**config.mk**
```make
export PLATFORM = sky130hd
export DESIGN_NAME = zorro_master_cycle
export DESIGN_NICKNAME = d
export VERILOG_FILES = /design/src/rtl/zorro_master_cycle.sv
export SDC_FILE = /design/constraint.sdc
export NUM_CORES = 1
export LEC_CHECK = 0
export BUFFER_PORTS_ARGS = -buffer_cell sky130_fd_sc_hd__buf_2
export CAP_MARGIN = 5
export CORE_ASPECT_RATIO = 1.4
export CORE_UTILIZATION = 47
export CTS_BUF_LIST = sky130_fd_sc_hd__clkbuf_4
export DETAILED_ROUTE_END_ITERATION = 6
export PLACE_DENSITY_LB_ADDON = 0.1
export SYNTH_ARGS = -nofsm -noshare
export SYNTH_HDL_FRONTEND = slang
export SYNTH_SLANG_ARGS = --single-unit
```
**constraint.sdc**
```tcl
create_clock -name CLK -period 5.2 [get_ports CLK]
set_input_delay 1.04 -clock CLK [delete_from_list [all_inputs] [get_ports CLK]]
set_output_delay 1.04 -clock CLK [all_outputs]
set_load 0.01 [all_outputs]
```
**src/rtl/zorro_master_cycle.sv**
```systemverilog
// ---------------------------------------------------------------------------
// zorro_master_cycle
// Bus-master cycle engine for a Zorro-style expansion bus. Takes one DMA
// request at a time, runs the address-setup / strobe / wait / release
// sequence on the bus, and ends every accepted request with a one-cycle ack
// (err qualifies it: bus error or DTACK timeout).
//
// Parameters
//   ADDR_SETUP  cycles ADDR is held before FCS_n falls (1-15)
//   TIMEOUT     max WAIT cycles before the cycle is ended with err (1-1023)
//
// Ports
//   CLK, RESET            clock, asynchronous active-high reset
//   bus_granted           arbiter grant, checked only when leaving IDLE
//   req, req_*            DMA request: address, direction, write data, BEs
//   ack, err, rdata       completion pulse, error flag, read data
//   ADDR, FCS_n, READ     bus address, full cycle strobe, direction
//   DS_n, DOE, DOUT       data strobes, data output enable, write data
//   DIN                   read data from the bus
//   DTACK_n, BERR_n       asynchronous slave acknowledge / bus error
// ---------------------------------------------------------------------------
module zorro_master_cycle #(
   parameter int unsigned ADDR_SETUP = 1,
   parameter int unsigned TIMEOUT    = 255
) (
   input  logic        CLK,
   input  logic        RESET,
   input  logic        bus_granted,
   input  logic        req,
   input  logic [31:0] req_addr,
   input  logic        req_write,
   input  logic [31:0] req_wdata,
   input  logic [3:0]  req_be,
   output logic        ack,
   output logic        err,
   output logic [31:0] rdata,
   output logic [31:0] ADDR,
   output logic        FCS_n,
   output logic        READ,
   output logic [3:0]  DS_n,
   output logic        DOE,
   output logic [31:0] DOUT,
   input  logic [31:0] DIN,
   input  logic        DTACK_n,
   input  logic        BERR_n
);

   localparam int unsigned CNT_W = 10;
   localparam logic [CNT_W-1:0] SETUP_LAST = CNT_W'(ADDR_SETUP - 1);
   localparam logic [CNT_W-1:0] TO_LAST    = CNT_W'(TIMEOUT - 1);
   localparam logic [CNT_W-1:0] CNT_MAX    = '1;

   typedef enum logic [2:0] {
      ST_IDLE,
      ST_SETUP,
      ST_STROBE,
      ST_WAIT,
      ST_RELEASE,
      ST_RECOVER
   } state_t;

   state_t            r_state, w_state_nxt;
   logic [CNT_W-1:0]  r_cnt, w_cnt_nxt;
   logic              r_write, w_write_nxt;
   logic [31:0]       r_wdata, w_wdata_nxt;
   logic [3:0]        r_be, w_be_nxt;

   logic              r_ack, w_ack_nxt;
   logic              r_err, w_err_nxt;
   logic [31:0]       r_rdata, w_rdata_nxt;
   logic [31:0]       r_addr, w_addr_nxt;
   logic              r_fcs_n, w_fcs_n_nxt;
   logic              r_read, w_read_nxt;
   logic [3:0]        r_ds_n, w_ds_n_nxt;
   logic              r_doe, w_doe_nxt;
   logic [31:0]       r_dout, w_dout_nxt;

   logic [1:0]        r_dtack_sync;
   logic [1:0]        r_berr_sync;
   logic              w_dtack;
   logic              w_berr;

   // Two-flop synchronizers; stored active-high so reset value 0 means idle.
   always_ff @(posedge CLK or posedge RESET) begin
      if (RESET) begin
         r_dtack_sync <= 2'b00;
         r_berr_sync  <= 2'b00;
      end else begin
         r_dtack_sync <= {r_dtack_sync[0], ~DTACK_n};
         r_berr_sync  <= {r_berr_sync[0], ~BERR_n};
      end
   end

   assign w_dtack = r_dtack_sync[1];
   assign w_berr  = r_berr_sync[1];

   // State and registered-output update.
   always_ff @(posedge CLK or posedge RESET) begin
      if (RESET) begin
         r_state <= ST_IDLE;
         r_cnt   <= '0;
         r_write <= 1'b0;
         r_wdata <= '0;
         r_be    <= '0;
         r_ack   <= 1'b0;
         r_err   <= 1'b0;
         r_rdata <= '0;
         r_addr  <= '0;
         r_fcs_n <= 1'b1;
         r_read  <= 1'b1;
         r_ds_n  <= 4'hF;
         r_doe   <= 1'b0;
         r_dout  <= '0;
      end else begin
         r_state <= w_state_nxt;
         r_cnt   <= w_cnt_nxt;
         r_write <= w_write_nxt;
         r_wdata <= w_wdata_nxt;
         r_be    <= w_be_nxt;
         r_ack   <= w_ack_nxt;
         r_err   <= w_err_nxt;
         r_rdata <= w_rdata_nxt;
         r_addr  <= w_addr_nxt;
         r_fcs_n <= w_fcs_n_nxt;
         r_read  <= w_read_nxt;
         r_ds_n  <= w_ds_n_nxt;
         r_doe   <= w_doe_nxt;
         r_dout  <= w_dout_nxt;
      end
   end

   // Next state and next output values; each bus action is registered on the
   // transition into the state that owns it, so outputs line up with state.
   always_comb begin
      w_state_nxt = r_state;
      w_cnt_nxt   = r_cnt;
      w_write_nxt = r_write;
      w_wdata_nxt = r_wdata;
      w_be_nxt    = r_be;
      w_ack_nxt   = 1'b0;
      w_err_nxt   = 1'b0;
      w_rdata_nxt = r_rdata;
      w_addr_nxt  = r_addr;
      w_fcs_n_nxt = r_fcs_n;
      w_read_nxt  = r_read;
      w_ds_n_nxt  = r_ds_n;
      w_doe_nxt   = r_doe;
      w_dout_nxt  = r_dout;

      case (r_state)
         ST_IDLE: begin
            if (req && bus_granted) begin
               w_addr_nxt  = req_addr;
               w_read_nxt  = ~req_write;
               w_write_nxt = req_write;
               w_wdata_nxt = req_wdata;
               w_be_nxt    = req_be;
               w_cnt_nxt   = '0;
               w_state_nxt = ST_SETUP;
            end
         end

         ST_SETUP: begin
            if (r_cnt == SETUP_LAST) begin
               w_fcs_n_nxt = 1'b0;
               w_state_nxt = ST_STROBE;
            end else begin
               w_cnt_nxt = r_cnt + CNT_W'(1);
            end
         end

         ST_STROBE: begin
            w_ds_n_nxt = ~r_be;
            if (r_write) begin
               w_doe_nxt  = 1'b1;
               w_dout_nxt = r_wdata;
            end
            w_cnt_nxt   = '0;
            w_state_nxt = ST_WAIT;
         end

         ST_WAIT: begin
            // BERR has priority over DTACK; timeout is the last resort.
            if (w_berr || w_dtack || (r_cnt == TO_LAST)) begin
               w_fcs_n_nxt = 1'b1;
               w_ds_n_nxt  = 4'hF;
               w_doe_nxt   = 1'b0;
               w_ack_nxt   = 1'b1;
               w_err_nxt   = w_berr || !w_dtack;
               if (!w_berr && w_dtack && !r_write) begin
                  w_rdata_nxt = DIN;
               end
               w_state_nxt = ST_RELEASE;
            end else if (r_cnt != CNT_MAX) begin
               w_cnt_nxt = r_cnt + CNT_W'(1);
            end
         end

         ST_RELEASE: begin
            w_state_nxt = ST_RECOVER;
         end

         ST_RECOVER: begin
            // Wait for the slave to withdraw before the next cycle may start.
            if (!w_dtack && !w_berr) begin
               w_state_nxt = ST_IDLE;
            end
         end

         default: begin
            w_state_nxt = ST_IDLE;
         end
      endcase
   end

   assign ack   = r_ack;
   assign err   = r_err;
   assign rdata = r_rdata;
   assign ADDR  = r_addr;
   assign FCS_n = r_fcs_n;
   assign READ  = r_read;
   assign DS_n  = r_ds_n;
   assign DOE   = r_doe;
   assign DOUT  = r_dout;

endmodule
```
==> results.txt <==
----------------------------------------------------
[Clocking]
  Sinks on Clock Net ... 159
  Max Buffers Root-to-Sink ... 2
  CTS tree ... yes
  Clk Latency, worst-skew pair ... 0.52 ns
  H-tree levels ... 4
  Resized Gates After CTS ... 0
  Clock tree root driver cell ... sky130_fd_sc_hd__clkbuf_4
  CTS clock-pin slew for the worst setup and hold paths ... 0.13 ns
  TritonCTS buffer count ... 17
  Number of buffers inserted by post-CTS setup repair ... 0
  Count of hold-fix buffers inserted at cts ... 0

[Final layout]
  Reg area ... 3990 µm²
  Layout overhead on the synthesized area ... 24.0%
  Fill count ... 1,073
  Ratio of cells with drive above 1 in the final layout ... 0.624
  Post-layout net count ... 733
  Footprint of the multi-input gates ... 2150 µm²

[Critical path]
  Data arrival time at the worst-slack endpoint ... 2.94 ns
  Req. time, crit path ... 5.60 ns
  Launching element type of the critical path ... flop
  Category of the most critical setup path ... reg -> reg
  Largest driver fanout on the critical path ... 71
  Nature of the critical path endpoint ... flop

[Synth]
  Cell with the most instances after synthesis ... sky130_fd_sc_hd__dfrtp_1
  Ys Warns ... 0
  Mapped Cells ... 411
  Sequential share of the synthesized area ... 0.638
  Top flip-flop cell by instance count after synthesis ... sky130_fd_sc_hd__dfrtp_1
  Cell area after synthesis ... 6250 µm²
  Area share of the leading cell type in the synthesized netlist ... 0.613
  Share of async-settable or async-resettable flops after synthesis ... 1.00
  Number of synthesized flops with an enable pin ... 0
  Yosys reg bits ... 159
  Synthesized net count ... 521
  Library cells used by synthesis ... 41
  Cells taking the most area after synthesis ... sky130_fd_sc_hd__dfrtp_1 (61%), sky130_fd_sc_hd__mux2_2 (24%), sky130_fd_sc_hd__dfstp_2 (2.5%)
  Per-instance average area after synthesis ... 15.2 µm²
  Cell accounting for the most synthesized area ... sky130_fd_sc_hd__dfrtp_1
  Post-synth top cells ... sky130_fd_sc_hd__dfrtp_1 (153), sky130_fd_sc_hd__mux2_2 (133), sky130_fd_sc_hd__o21ai_0 (15), sky130_fd_sc_hd__clkbuf_1 (10), sky130_fd_sc_hd__buf_2 (9)

[Global routing]
  Via count of the first global-routing pass ... 4,314
  Initial antenna violation count ... 2
  Wire length of the first global-routing pass ... 20,700 µm
  Overflow left after global routing ... 0
  Total GRT Usage ... 0.193
  Largest net degree at the start of global routing ... 87

[STA]
  Worst path setup slack after routing ... 2.67 ns
  Portion of the clock cycle consumed by the worst path in the final layout ... 0.487
  RSZ-0062 raised after global routing ... no
  Post-layout minimum cycle time ... 2.53 ns
  Tightest slew margin relative to the limit ... 0.290
  Post-Route Skew ... 0.0175 ns
  Final hold violations ... 0
  Highest clock frequency the design can meet ... 0.395 GHz
  Post-route setup TNS ... 0 ns
  Pin slew with the least headroom to its limit ... 1.06 ns
  Slew Viols, Final ... 0
  Setup violators final ... 0

[Power]
  Switching share of total power ... 0.342
  Sequential fraction of design power ... 0.479
  Gate power share ... 0.363
  Relative contribution of the clock network to total power ... 0.158
  Psw ... 1500 µW
  VDD IR max ... 0.000260 V
  Power per Cell Area ... 566 nW/µm²
  Static leakage ... 0.00379 µW
  Cell-internal power ... 2880 µW

[Routing]
  Wirelength per Cell ... 15.3 µm
  Total length of routed wires ... 12,400 µm
  DRT antenna net count ... 0
  Final routed DRC violation total ... 0
  First-pass iteration count of the detailed router ... 4
  DR vias/cell ... 5.04
  Iter 0 DRT Violations ... 97
  Via count ... 4,111

[Flow run]
  Number of max-capacitance violations reported ... 0

[Placed design]
  Worst slack after detailed placement ... 2.49 ns
  Half-perimeter wire length after detailed placement ... 8660 µm
  Input/output buffers ... 211
  Placer Congestion ... 0.758

[Floorplan]
  Count of pins on the block boundary ... 212
  Width of the chip ... 99.4 µm
  Initial core utilization ... 0.483
  Area of the placeable core ... 12,900 µm²
  Die area ... 13,800 µm²
  Die height ... 138 µm
  Row cnt ... 49

[Run status]
  Status ... completed

[Worst hold path]
  Min-delay worst type ... reg -> reg

----------------------------------------------------
==> power by group through the flow <==
stage | Clock [µW] | Sequential (µW) | Combinational, µW
2_1_floorplan | 0 | 2270 | 837
4_1_cts | 726 | 2100 | 1620
3_3_place_gp | 0 | 2100 | 1570
5_1_grt | 771 | 2180 | 1750
3_5_place_dp | 0 | 2130 | 1610
6_report | 692 | 2100 | 1590
==> cell families after synthesis <==
kind of cell,Yosys count,synth area share
AOI/OAI and AO/OA,39,0.0503
adders and majority gates,3,0.00601
buffers and inverters,29,0.0204
DFF,159,0.638
muxes,133,0.240
and+or+nand+nor,48,0.0455
==> through the flow <==
step            util  area (µm²)  hold WS [ns]  total power (µW)  std cells
2_1_floorplan      -        6250         0.331              3110        411
3_3_place_gp   0.578        7470         0.335              3670        782
3_5_place_dp   0.578        7470         0.336              3740        782
4_1_cts        0.598        7740         0.366              4450        814
5_1_grt        0.599        7740         0.373              4700        815
6_report       0.599        7740         0.365              4380        815
==> cells in the final DEF, fill, tap and decap left out, types with 2 or more instances in the layout <==
cell type and count:
sky130_fd_sc_hd__dfrtp_1 153, sky130_fd_sc_hd__buf_2 211, sky130_fd_sc_hd__a21oi_1 3, sky130_fd_sc_hd__clkinvlp_4 5, sky130_fd_sc_hd__clkinv_4 3, sky130_fd_sc_hd__a21o_1 2, sky130_fd_sc_hd__nor4_1 4, sky130_fd_sc_hd__inv_6 5
sky130_fd_sc_hd__nand2_1 8, sky130_fd_sc_hd__nand3_1 4, sky130_fd_sc_hd__o211ai_1 2, sky130_fd_sc_hd__clkbuf_4 18, sky130_fd_sc_hd__buf_4 3, sky130_fd_sc_hd__mux2_2 133, sky130_fd_sc_hd__ha_1 3, sky130_fd_sc_hd__nand4_1 5
sky130_fd_sc_hd__and3_1 2, sky130_fd_sc_hd__inv_1 7, sky130_fd_sc_hd__dfstp_2 6, sky130_fd_sc_hd__nor2_4 2, sky130_fd_sc_hd__o31ai_1 5, sky130_fd_sc_hd__o21ai_0 15, sky130_fd_sc_hd__and2_1 2, sky130_fd_sc_hd__a211o_1 2
sky130_fd_sc_hd__nor2_1 6, sky130_fd_sc_hd__o41ai_2 5, sky130_fd_sc_hd__nor3_1 2, sky130_fd_sc_hd__nor2b_1 2, sky130_fd_sc_hd__nand2b_1 2
==> worst max-delay path, cell delays in order, from the launching register on <==
cell and delay [ns]:
sky130_fd_sc_hd__dfrtp_1 0.50, sky130_fd_sc_hd__nor3_1 0.48, sky130_fd_sc_hd__nand3_4 0.77, sky130_fd_sc_hd__mux2_2 0.59
==> final cells by class <==
cell class,instances,area share
diodes,1,0.000323
clock buffers,18,0.0175
clock inverters,14,0.0173
inverters,8,0.00436
multi-input cells,223,0.278
flip-flops and latches,159,0.515
well taps,178,0.0288
repair buffers,214,0.139
==> path summary, 6_finish.rpt <==
kind	start	endpoint	slack, ns	cells after the start
worst min register to register	r_dtack_sync[0]	r_dtack_sync[1]	0.36	0
min in group asynchronous	RESET	DOUT[8]	0.82	3
worst min-delay path	r_dtack_sync[0]	r_dtack_sync[1]	0.36	0
worst max register to register	r_state[0]	r_wdata[21]	2.67	3
max in group asynchronous	RESET	r_cnt[6]	3.63	3
worst max-delay path	r_state[0]	r_wdata[21]	2.67	3
==> routing by layer <==
metal | wire length (µm) | part of all wire | track usage | vias up
li1 | - | - | - | 1899
met3 | 980 | 0.079 | 0.0713 | 17
met5 | 0 | 0 | 0 | -
met1 | 4900 | 0.39 | 0.218 | 2031
met4 | 194 | 0.016 | 0.0712 | 0
met2 | 6350 | 0.51 | 0.330 | 164
==> registers in the layout (all words and copies together) (netlist names), 2 cells and up <==
register      cells
DS_n              4
r_state           3
r_cnt            10
r_be              4
rdata            32
ADDR             32
r_wdata          32
r_berr_sync       2
r_dtack_sync      2
DOUT             32
(Power assumes the default switching activity.)
